### src/rtl/regfile_access_sequencer.sv
// -----------------------------------------------------------------------------
// regfile_access_sequencer
//
// Requester-side controller for a two-port register file whose port A is
// shared between the only write path and operand read A. Writebacks are held
// in a small FIFO and retired one per cycle whenever no operand read is granted.
// An operand read that matches a queued writeback address is stalled, so it
// always sees the newest value. Read data from the register file is captured
// into a registered response with valid/ready handshake.
//
// Ports:
//   clk_i, rst_i                   clock (rising edge), async active-high reset
//   req_valid_i/req_ready_o        operand read request handshake
//   req_addr_a_i/req_addr_b_i      operand register addresses
//   rsp_valid_o/rsp_ready_i        response handshake
//   rsp_data_a_o/rsp_data_b_o      registered operand values
//   wb_valid_i/wb_ready_o          writeback handshake
//   wb_addr_i/wb_data_i            writeback destination and value
//   wb_count_o                     number of queued writebacks
//   rf_address_a_o/rf_address_b_o  register file addresses
//   rf_write_data_o/rf_write_enable_o register file write path (port A)
//   rf_read_data_a_i/rf_read_data_b_i combinational register file read data
// -----------------------------------------------------------------------------
module regfile_access_sequencer #(
  parameter int DATA_WIDTH = 16,
  parameter int ADDR_WIDTH = 6,
  parameter int WB_DEPTH   = 4,
  localparam int CNT_W     = $clog2(WB_DEPTH + 1)
) (
  input  logic                  clk_i,
  input  logic                  rst_i,
  input  logic                  req_valid_i,
  output logic                  req_ready_o,
  input  logic [ADDR_WIDTH-1:0] req_addr_a_i,
  input  logic [ADDR_WIDTH-1:0] req_addr_b_i,
  output logic                  rsp_valid_o,
  input  logic                  rsp_ready_i,
  output logic [DATA_WIDTH-1:0] rsp_data_a_o,
  output logic [DATA_WIDTH-1:0] rsp_data_b_o,
  input  logic                  wb_valid_i,
  output logic                  wb_ready_o,
  input  logic [ADDR_WIDTH-1:0] wb_addr_i,
  input  logic [DATA_WIDTH-1:0] wb_data_i,
  output logic [CNT_W-1:0]      wb_count_o,
  output logic [ADDR_WIDTH-1:0] rf_address_a_o,
  output logic [ADDR_WIDTH-1:0] rf_address_b_o,
  output logic [DATA_WIDTH-1:0] rf_write_data_o,
  output logic                  rf_write_enable_o,
  input  logic [DATA_WIDTH-1:0] rf_read_data_a_i,
  input  logic [DATA_WIDTH-1:0] rf_read_data_b_i
);

  localparam int PTR_W = $clog2(WB_DEPTH);
  localparam logic [CNT_W-1:0] DEPTH_C  = CNT_W'(WB_DEPTH);
  localparam logic [PTR_W-1:0] LAST_PTR = PTR_W'(WB_DEPTH - 1);

  // Writeback queue storage and bookkeeping
  logic [ADDR_WIDTH-1:0] wb_addr_q [WB_DEPTH];
  logic [DATA_WIDTH-1:0] wb_data_q [WB_DEPTH];
  logic [WB_DEPTH-1:0]   wb_vld_q, wb_vld_d;
  logic [PTR_W-1:0]      wr_ptr_q, wr_ptr_d;
  logic [PTR_W-1:0]      rd_ptr_q, rd_ptr_d;
  logic [CNT_W-1:0]      count_q, count_d;

  // Response holding register
  logic                  rsp_valid_q, rsp_valid_d;
  logic [DATA_WIDTH-1:0] rsp_a_q, rsp_a_d;
  logic [DATA_WIDTH-1:0] rsp_b_q, rsp_b_d;

  logic hazard_s, not_full_s, non_empty_s, rsp_free_s;
  logic grant_s, push_s, pop_s;

  // Hazard: either operand address matches a queued (not just-pushed) entry.
  // Per-entry valid bits avoid modular pointer arithmetic for any depth.
  always_comb begin
    hazard_s = 1'b0;
    for (int i = 0; i < WB_DEPTH; i++) begin
      hazard_s = hazard_s | (wb_vld_q[i] &
                 ((wb_addr_q[i] == req_addr_a_i) | (wb_addr_q[i] == req_addr_b_i)));
    end
  end

  // Full/empty come from the registered count only, so a pop cannot make room
  // for a push in the same cycle.
  assign not_full_s  = (count_q < DEPTH_C);
  assign non_empty_s = (count_q != {CNT_W{1'b0}});
  assign rsp_free_s  = ~rsp_valid_q | rsp_ready_i;

  // A full queue blocks reads so the pending write drains first.
  assign req_ready_o = rsp_free_s & ~hazard_s & not_full_s;
  assign grant_s     = req_valid_i & req_ready_o;
  assign pop_s       = ~grant_s & non_empty_s;
  assign push_s      = wb_valid_i & not_full_s;

  // Port A arbitration: head-of-queue write whenever no read is granted.
  assign rf_address_a_o    = pop_s ? wb_addr_q[rd_ptr_q] : req_addr_a_i;
  assign rf_address_b_o    = req_addr_b_i;
  assign rf_write_data_o   = non_empty_s ? wb_data_q[rd_ptr_q] : {DATA_WIDTH{1'b0}};
  assign rf_write_enable_o = pop_s;

  assign wb_ready_o   = not_full_s;
  assign wb_count_o   = count_q;
  assign rsp_valid_o  = rsp_valid_q;
  assign rsp_data_a_o = rsp_a_q;
  assign rsp_data_b_o = rsp_b_q;

  // Next-state for queue pointers, valid bits, count and response register
  always_comb begin
    wr_ptr_d    = wr_ptr_q;
    rd_ptr_d    = rd_ptr_q;
    wb_vld_d    = wb_vld_q;
    count_d     = count_q;
    rsp_valid_d = rsp_valid_q;
    rsp_a_d     = rsp_a_q;
    rsp_b_d     = rsp_b_q;

    // Pop and push never target the same slot: pop needs non-empty, push
    // needs non-full, and the pointers only coincide when empty or full.
    if (pop_s) begin
      wb_vld_d[rd_ptr_q] = 1'b0;
      rd_ptr_d = (rd_ptr_q == LAST_PTR) ? {PTR_W{1'b0}} : rd_ptr_q + PTR_W'(1);
    end else begin
      rd_ptr_d = rd_ptr_q;
    end
    if (push_s) begin
      wb_vld_d[wr_ptr_q] = 1'b1;
      wr_ptr_d = (wr_ptr_q == LAST_PTR) ? {PTR_W{1'b0}} : wr_ptr_q + PTR_W'(1);
    end else begin
      wr_ptr_d = wr_ptr_q;
    end

    case ({push_s, pop_s})
      2'b10:   count_d = count_q + CNT_W'(1);
      2'b01:   count_d = count_q - CNT_W'(1);
      default: count_d = count_q;
    endcase

    // A new grant overrides the retire of the old response (streaming).
    if (grant_s) begin
      rsp_valid_d = 1'b1;
      rsp_a_d     = rf_read_data_a_i;
      rsp_b_d     = rf_read_data_b_i;
    end else if (rsp_ready_i) begin
      rsp_valid_d = 1'b0;
    end else begin
      rsp_valid_d = rsp_valid_q;
    end
  end

  // State registers; reset discards queued writebacks and any held response
  always_ff @(posedge clk_i or posedge rst_i) begin
    if (rst_i) begin
      wr_ptr_q    <= {PTR_W{1'b0}};
      rd_ptr_q    <= {PTR_W{1'b0}};
      wb_vld_q    <= {WB_DEPTH{1'b0}};
      count_q     <= {CNT_W{1'b0}};
      rsp_valid_q <= 1'b0;
      rsp_a_q     <= {DATA_WIDTH{1'b0}};
      rsp_b_q     <= {DATA_WIDTH{1'b0}};
    end else begin
      wr_ptr_q    <= wr_ptr_d;
      rd_ptr_q    <= rd_ptr_d;
      wb_vld_q    <= wb_vld_d;
      count_q     <= count_d;
      rsp_valid_q <= rsp_valid_d;
      rsp_a_q     <= rsp_a_d;
      rsp_b_q     <= rsp_b_d;
    end
  end

  // Queue payload storage, written at the tail on push
  always_ff @(posedge clk_i or posedge rst_i) begin
    if (rst_i) begin
      for (int i = 0; i < WB_DEPTH; i++) begin
        wb_addr_q[i] <= {ADDR_WIDTH{1'b0}};
        wb_data_q[i] <= {DATA_WIDTH{1'b0}};
      end
    end else if (push_s) begin
      wb_addr_q[wr_ptr_q] <= wb_addr_i;
      wb_data_q[wr_ptr_q] <= wb_data_i;
    end
  end

endmodule

### config.mk
export PLATFORM = sky130hd
export DESIGN_NAME = regfile_access_sequencer
export DESIGN_NICKNAME = d
export VERILOG_FILES = /design/src/rtl/regfile_access_sequencer.sv
export SDC_FILE = /design/constraint.sdc
export NUM_CORES = 1
export LEC_CHECK = 0
export ABC_CLOCK_PERIOD_IN_PS = 3880
export CORE_MARGIN = 4
export CORE_UTILIZATION = 47
export DETAILED_ROUTE_END_ITERATION = 12
export GPL_TIMING_DRIVEN = 1
export PLACE_DENSITY = 0.77
export SLEW_MARGIN = 25
export SYNTH_ARGS = -nofsm -noshare
export SYNTH_HDL_FRONTEND = slang
export SYNTH_SLANG_ARGS = --single-unit
### constraint.sdc
create_clock -name clk_i -period 3.88 [get_ports clk_i]
set_input_delay 0.582 -clock clk_i [delete_from_list [all_inputs] [get_ports clk_i]]
set_output_delay 0.582 -clock clk_i [all_outputs]
set_load 0.01 [all_outputs]
==> results.json <==
{
  "synth_most_common_cell": "dfrtp_1",
  "wl_um": 16300,
  "rsz0062_at_grt": "false",
  "post-synth-top-area-cell": "dfrtp_1",
  "clk_latency_ps": 420,
  "grt_pass1_vias": 4800,
  "fin_ws_ps": 209,
  "path_clk_slew_ps": 60,
  "utilization_pct": 63.2,
  "synth_cell_types": 36,
  "synth_top_area_share_pct": 49.0,
  "areaGrowthSynthToFinish_pct": 31.0,
  "period_share_pct": 94.6,
  "total_power_uw": 8060,
  "ant_nets": 0,
  "post_cts_buffers": 0,
  "hold_buffers": 0,
  "antennaDiodeCount": 0,
  "final_nets": 701,
  "synthArstFlopShare_pct": 100,
  "portBuffers": 137,
  "slew_viol_final": 0,
  "yosysWarnings": 0,
  "finalClockSkew_ps": 12.3,
  "synth_ff_type": "dfrtp_1",
  "synth_seq_cells": 132,
  "cts_root_buf": "clkbuf_16",
  "use_met3_pct": 6.00,
  "firstDrtPassIters": 5,
  "hold_viol": 0,
  "regArea_sq_mm": 0.00330,
  "use_met1_pct": 26.3,
  "finalSetupViolCount": 0,
  "synth_commonest_cells": "132 x dfrtp_1, 89 x mux2_2, 32 x xnor2_1, 31 x mux2_4, 24 x nand2_1",
  "powerDensity_mw_per_mm2": 911,
  "grt_most_used_layer": "met2",
  "grt_pass1_wl_um": 26100,
  "end_kind": "output port",
  "p_clk_share_pct": 20.4,
  "place_congestion": 0.879,
  "die-area_sq_mm": 0.0163,
  "p_comb_share_pct": 46.3,
  "synth_edf_count": 0,
  "post_cts_resized": 0,
  "hp-start": "wb_data_q[14]$_DFFE_PP0P_",
  "multi_input_area_sq_mm": 0.00316,
  "holdCritPathClass": "reg -> reg",
  "fillers": 1037,
  "met2_usage_pct": 35.3,
  "hpwl_um": 11600,
  "pwr-share-seq_pct": 33.3,
  "synth_area_per_cell_sq_um": 13.8,
  "fmax_ghz": 0.272,
  "worstPathRequired_ps": 3300,
  "drtIter0Drc": 231,
  "fin_crit_ps": 3670,
  "crit_type": "in -> out",
  "grt_usage_pct": 20.9,
  "r2r-start": "wb_addr_q[0]$_DFFE_PP0P_",
  "synth_cells": 489,
  "intPower_uw": 5440,
  "pre_cts_slack_ps": 228,
  "grt_antenna_before_repair": 0,
  "grt_max_degree": 133,
  "worstPathArrival_ps": 3090,
  "critPathLaunchType": "primary input",
  "cts_buffers": 17,
  "cts_max_level": 4,
  "grt-ovfl-total": 0,
  "synth_area_leaders": "dfrtp_1 49%, mux2_2 15%, mux4_2 7.3%, mux2_4 6.9%, xnor2_1 4.2%",
  "placedCellCount": 781,
  "fp.dieH_um": 128,
  "setup_tns_ps": 0,
  "layoutNonFillerInstCount": 813,
  "synth_area_sq_mm": 0.00675,
  "critical_path.max_fanout": 11,
  "ir_worst_vdd_mv": 0.783,
  "drc": 0,
  "start_util_pct": 48.2,
  "status": "finished clean",
  "maxCapViolCount": 0,
  "cts.sinks": 132,
  "leakage_uw": 0.00371,
  "die_w_um": 128,
  "io_pins": 138,
  "clockBufferDepth": 2,
  "worst_pin_slew_ps": 876,
  "viasPerCell": 5.47,
  "synth_fp_nets": 570,
  "p_switching_uw": 2620,
  "core_sq_mm": 0.0140,
  "yosysSeqAreaShare_pct": 49.0,
  "drive_above_1_share_pct": 30.6,
  "wire_per_inst_um": 20.1,
  "startpoint": "req_addr_b_i[4]",
  "switching_share_pct": 32.5,
  "vias": 4444,
  "cts_tree": "done",
  "row_count": 43,
  "max_slew_margin_pct": 41.6
}
## area by class of cell
cell class	count	area share [%]
inverter	10	0.467
sequential	132	37.4
timing repair buffer	151	16.8
tap	180	2.55
clock buffer	21	5.32
multi-input combinational	308	35.8
clock inverter	11	1.67
## cells by family (layout without fill, tap and decap cells)
kind of cell             Yosys count  in the layout  synth area share [%]
buffers and inverters             49            193                  4.28
AND/OR/NAND/NOR                   81             81                  6.45
XOR/XNOR                          51             51                  6.62
flip-flops                       132            132                  49.0
AO/OA/AOI/OAI                     23             23                  2.47
adder cells (fa/ha/maj)           10             10                  1.97
multiplexers                     143            143                  29.2
## power by group through the flow
stage	logic [uW]	registers, uW	clock network (uW)
floorplan	2340	2540	0
global placement	3670	2650	0
detailed placement	3740	2710	0
CTS	3780	2690	1680
global route	4010	2780	1740
finish	3730	2690	1640
## registers in the layout, indices dropped and copies added, names as in the netlist
name / count
wb_vld_q: 4
wb_addr_q: 24
wr_ptr_q: 2
rsp_data_a_o: 16
rsp_data_b_o: 16
wb_count_o: 3
wb_data_q: 64
rsp_valid_o: 1
rd_ptr_q: 2
## critical path: stages
cell,delay (ps)
clkdlybuf4s50_1,680
xor2_1,230
nor4_1,80
nor4_1,350
and4_2,480
o211ai_1,170
clkdlybuf4s50_1,520
## metal layers
layer / routed length (um) / vias up
met5: 0 / -
met4: 222 / 0
met3: 1120 / 19
met2: 7940 / 164
met1: 7050 / 2259
li1: - / 2002
## final timing paths
path | endpoint | slack [ps] | depth (start not counted)
min | wb_data_q[14]$_DFFE_PP0P_ | 500 | 1
max in group asynchronous | wb_addr_q[6]$_DFFE_PP0P_ | 2630 | 3
min reg2reg | wb_data_q[14]$_DFFE_PP0P_ | 500 | 1
max | rf_address_a_o[0] | 210 | 7
min in group asynchronous | rsp_data_b_o[12]$_DFFE_PP0P_ | 690 | 3
max reg2reg | wb_count_o[2]$_DFFE_PP0P_ | 1140 | 12
## cells in the final DEF, fill, tap and decap left out, types with 15 or more instances in the layout
cell type        instances
nand4_1                 15
xor2_1                  19
dfrtp_1                131
nor2b_1                 17
mux2_4                  31
mux4_2                  22
clkdlybuf4s50_1        137
mux2_2                  89
nand2_1                 24
xnor2_1                 32
clkbuf_16               17
## through the flow
step / cell area (sq um) / hold slack [ps]
6_report: 8840 / 502
5_1_grt: 8840 / 509
4_1_cts: 8840 / 503
3_5_place_dp: 8220 / 489
3_3_place_gp: 8220 / 482
2_1_floorplan: 6750 / 474
No activity file was read; power rests on OpenSTA's default activity.
==> variant 1, RTL diff (same settings) <==
Put one more register stage on the output `wb_count_o`, with the module's reset. The value now appears one clock later. The other outputs are not delayed to match.
--- a/src/rtl/regfile_access_sequencer.sv
+++ b/src/rtl/regfile_access_sequencer.sv
@@ -99,7 +99,13 @@
   assign rf_write_enable_o = pop_s;
 
   assign wb_ready_o   = not_full_s;
-  assign wb_count_o   = count_q;
+  always_ff @(posedge clk_i or posedge rst_i) begin
+    if (rst_i) begin
+      wb_count_o <= '0;
+    end else begin
+      wb_count_o <= count_q;
+    end
+  end
   assign rsp_valid_o  = rsp_valid_q;
   assign rsp_data_a_o = rsp_a_q;
   assign rsp_data_b_o = rsp_b_q;
Check against the original RTL: not equivalent (a bounded check fails within 4 cycles, from zero or initial values and one cycle with rst_i high).
==> variant 1 against the unedited design <==
Clock skew is 5.7 ps lower. First-iteration DRC count is 2.2% lower. Via count is 0.92% lower. Synthesized area is 0.67% higher. Power is 1.4% lower. Routed wire length is 0.30% higher. Register-to-register slack worse by 140 ps. Design area is 0.34% higher. Setup slack worse by 74 ps. Sequential cell count is 3 higher. Critical path type unchanged. Critical endpoint is now rf_address_a_o[4]. Largest power group unchanged. Highest routed layer is now met5.
==> variant 1: results (changes against the unedited design) <==
| Metric | Value |
|---|---|
| Final Skew | 6.60 ps (-5.65 ps) |
| Area contributors post-synth | dfrtp_1, mux2_2, mux4_2 |
| Met2 Track Usage GR | 34.7% (-0.61 points) |
| Avg WL per Cell | 20.0 µm (-0.43%) |
| Status | finished clean |
| Synth Area in Adders | 1.95% (-0.013 points) |
| Hold path start | count_q[1] |
| Synth top cells by count | dfrtp_1, mux2_2, xnor2_1 |
| Hold EP | wb_count_o[1] |
| GP Congestion | 0.914 (+4.0%) |
| Fillcell total | 1068 (+3.0%) |
| Syn_nets | 572 (+0.35%) |
| Starting DRT DRC Count | 226 (-2.2%) |
| DP Wirelength | 11.7 mm (about the same) |
| Met3 Usage GRT | 6.25% (+0.25 points) |
| Mux share of post-synthesis cell area | 29.1% (-0.19 points) |
| Logic gate share of total power | 47.2% (+0.9 points) |
| First-pass GRT wire length | 26.5 mm (+1.4%) |
| DRT met1 WL | 7.08 mm (+0.37%) |
| Initial DRT Pass Iterations | 4 (-1) |
| Initial antenna violation count | 1 (+1) |
| Pleak | 3.73 nW (+0.35%) |
| End point of the critical path | rf_address_a_o[4] |
| Internal cell power | 5.37 mW (-1.3%) |
| Slew margin rel. | 39.8% (-1.8 points) |
| Hold depth | 0 (-1) |
| Compound-cell area share of the yosys netlist | 2.45% (-0.016 points) |
| Synth unique cells | 36 (unchanged) |
| Share of layout cells above drive strength 1 | 30.5% (-0.13 points) |
| Top flop regs | wb_data_q x64, wb_addr_q x24 |
| Min Hold Slack | 430 ps (-72.3 ps) |
| Vias in the first global route | 4907 (+2.2%) |
| Worst R2R End | count_q[2] |
| Reg power frac | 34.0% (+0.7 points) |
| Post-CTS Setup Bufs | 0 (unchanged) |
| Global Route Usage Sum | 20.8% (-0.14 points) |
| Nets | 707 (+0.86%) |
| Met1 Track Usage GR | 26.6% (+0.34 points) |
| Seq/Total Area, Yosys | 49.7% (+0.78 points) |
| XOR/XNOR share of the synthesized area | 6.58% (-0.044 points) |
| DR WL met3 | 1.03 mm (-8.5%) |
| Largest net degree at the start of global routing | 73 (-45%) |
| Reg2reg setup slack | 1000 ps (-140 ps) |
| Worst vdd ir | 0.534 mV (-32%) |
==> variant 1: metrics by stage <==
stage          cell area (µm²)  power, mW  worst slack (ps)  std cells  utilization, %
2_1_floorplan             6800       4.92               855        491               -
3_3_place_gp              8310       6.36               144        787            59.2
3_5_place_dp              8310       6.50               166        787            59.2
4_1_cts                   8870       8.04               147        819            63.1
5_1_grt                   8870       8.42              29.6        819            63.2
6_report                  8870       7.95               135        819            63.2
==> variant 1: cell type report <==
type | count | area share, %
Sequential cell | 135 | 38.1
Multi-Input combinational cell | 308 | 35.7
Timing Repair Buffer | 154 | 16.9
Clock buffer | 25 | 5.47
Tap cell | 180 | 2.54
Clock inverter | 7 | 0.790
Inverter | 10 | 0.466
==> variant 1: worst max-delay path, stage by stage <==
cell	delay, ps
clkdlybuf4s50_1	600
xnor2_1	290
nand4_1	190
o22ai_2	270
nand2_2	90
and4_2	330
o211ai_1	250
clkdlybuf4s50_1	570
==> variant 2, RTL diff (config.mk and constraints unchanged) <==
Without the edit above. Set the parameter `ADDR_WIDTH` to 5 (it was 6).
--- a/src/rtl/regfile_access_sequencer.sv
+++ b/src/rtl/regfile_access_sequencer.sv
@@ -23,7 +23,7 @@
 // -----------------------------------------------------------------------------
 module regfile_access_sequencer #(
   parameter int DATA_WIDTH = 16,
-  parameter int ADDR_WIDTH = 6,
+  parameter int ADDR_WIDTH = 5,
   parameter int WB_DEPTH   = 4,
   localparam int CNT_W     = $clog2(WB_DEPTH + 1)
 ) (
Interface: changed (5 resized); port bits go from 138 to 133. The function was not compared with the original's and may differ.
==> variant 2 against the unedited design <==
Routed wire length shrank 9.3%. Hold slack is essentially flat. Sequential power shrank 7%. Power shrank 4.0%. Design area shrank 3.8%. Core utilization grew 0.53 points. Synthesized cell count shrank 5.7%. Synthesized area shrank 4.0%. Sequential cell count shrank 4. Die area shrank 3.7%. Setup slack gained 3.7 ps. Count of clock-buffer cells in the layout grew 4.
==> variant 2: results (changes against the unedited design) <==
| Metric | Value |
|---|---|
| Status | finished clean |
| GP Congestion | 0.886 (+0.87%) |
| Avg WL per Cell | 19.0 µm (-5.5%) |
| PortBufs | 132 (-3.6%) |
| Syn_nets | 539 (-5.4%) |
| Cell Area, Placed | 0.00791 mm² (-3.7%) |
| Share of layout cells above drive strength 1 | 30.5% (-0.18 points) |
| DRT met1 WL | 6.48 mm (-8.2%) |
| First-pass GRT wire length | 24.5 mm (-6.4%) |
| Seq/Total Area, Yosys | 49.4% (+0.49 points) |
| Final Skew | 5.85 ps (-6.41 ps) |
| Pleak | 3.64 nW (-2.0%) |
| Vias in the first global route | 4570 (-4.8%) |
| Global Route Usage Sum | 19.7% (-1.2 points) |
| Top flop regs | wb_data_q x64, wb_addr_q x20 |
| Placed cell count | 749 (-4.1%) |
| Synth top area share | 49.4% (+0.49 points) |
| Post-Place Setup Slack | 243 ps (+14.3 ps) |
| DR WL met3 | 853 µm (-24%) |
| Tightest Pin Transition | 691 ps (-185 ps) |
| Nets | 670 (-4.4%) |
| Cells after Synth | 461 (-5.7%) |
| Worst vdd ir | 0.448 mV (-43%) |
| Area contributors post-synth | dfrtp_1, mux2_2, mux2_4 |
| Main synth FF type | dfrtp_1 |
| Drt via density | 5.28 (-3.4%) |
| Met2 WL post-DR | 7.20 mm (-9.4%) |
| Worst min path class | reg2reg |
| Synth unique cells | 38 (+5.6%) |
| Largest net degree at the start of global routing | 129 (-3.0%) |
| DP Wirelength | 10.3 mm (-12%) |
## variant 2: layout make-up
class,count,share of cell area (%)
flip-flops and latches,128,37.7
multi-input cells,289,35.4
repair buffers,146,16.9
clock buffers,25,5.71
well taps,176,2.59
clock inverters,6,1.24
inverters,10,0.486
## variant 2: final timing paths
| check | endpoint | slack (ps) | startpoint | depth (start not counted) |
|---|---|---|---|---|
| setup / recovery | rf_address_a_o[4] | 210 | req_addr_a_i[1] | 8 |
| hold / removal | wb_data_q[15] | 500 | wb_data_q[15] | 1 |
| setup reg to reg | wb_count_o[2] | 1070 | wb_addr_q[16] | 12 |
| hold reg to reg | wb_data_q[15] | 500 | wb_data_q[15] | 1 |
| max in group asynchronous | wb_addr_q[18] | 2650 | rst_i | 3 |
| min in group asynchronous | wb_data_q[26] | 670 | rst_i | 3 |
## variant 2: cell families after synthesis
kind of cell	synth area share, %
multiplexers	29.5
AO/OA/AOI/OAI	2.24
XOR/XNOR	5.81
AND/OR/NAND/NOR	6.82
buffers and inverters	4.15
flip-flops	49.4
adder cells (fa/ha/maj)	2.05
## variant 2: where the power goes
part           switching [mW]  total (mW)  internal [mW]
logic                    1.42        3.65           2.23
registers               0.482        2.50           2.02
clock network           0.529        1.58           1.05
## variant 2: worst max-delay path, stage by stage
cell	delay [ps]
clkdlybuf4s50_1	680
xor2_1	200
nor4_1	60
and3_1	210
nor3_4	330
and4_4	380
o211ai_1	150
clkdlybuf4s50_1	500
## variant 2: per-layer routing
metal	global-route usage [%]	up-vias
li1	-	1912
met1	24.6	2032
met2	33.0	151
met3	5.20	24
met4	7.53	0
met5	0	-
## variant 2: stage by stage
step                      util, %  hold slack (ps)
after floorplan                 -              474
after global placement       59.3              482
after detailed placement     59.3              488
after CTS                    63.7              504
after global routing         63.7              515
final                        63.7              502
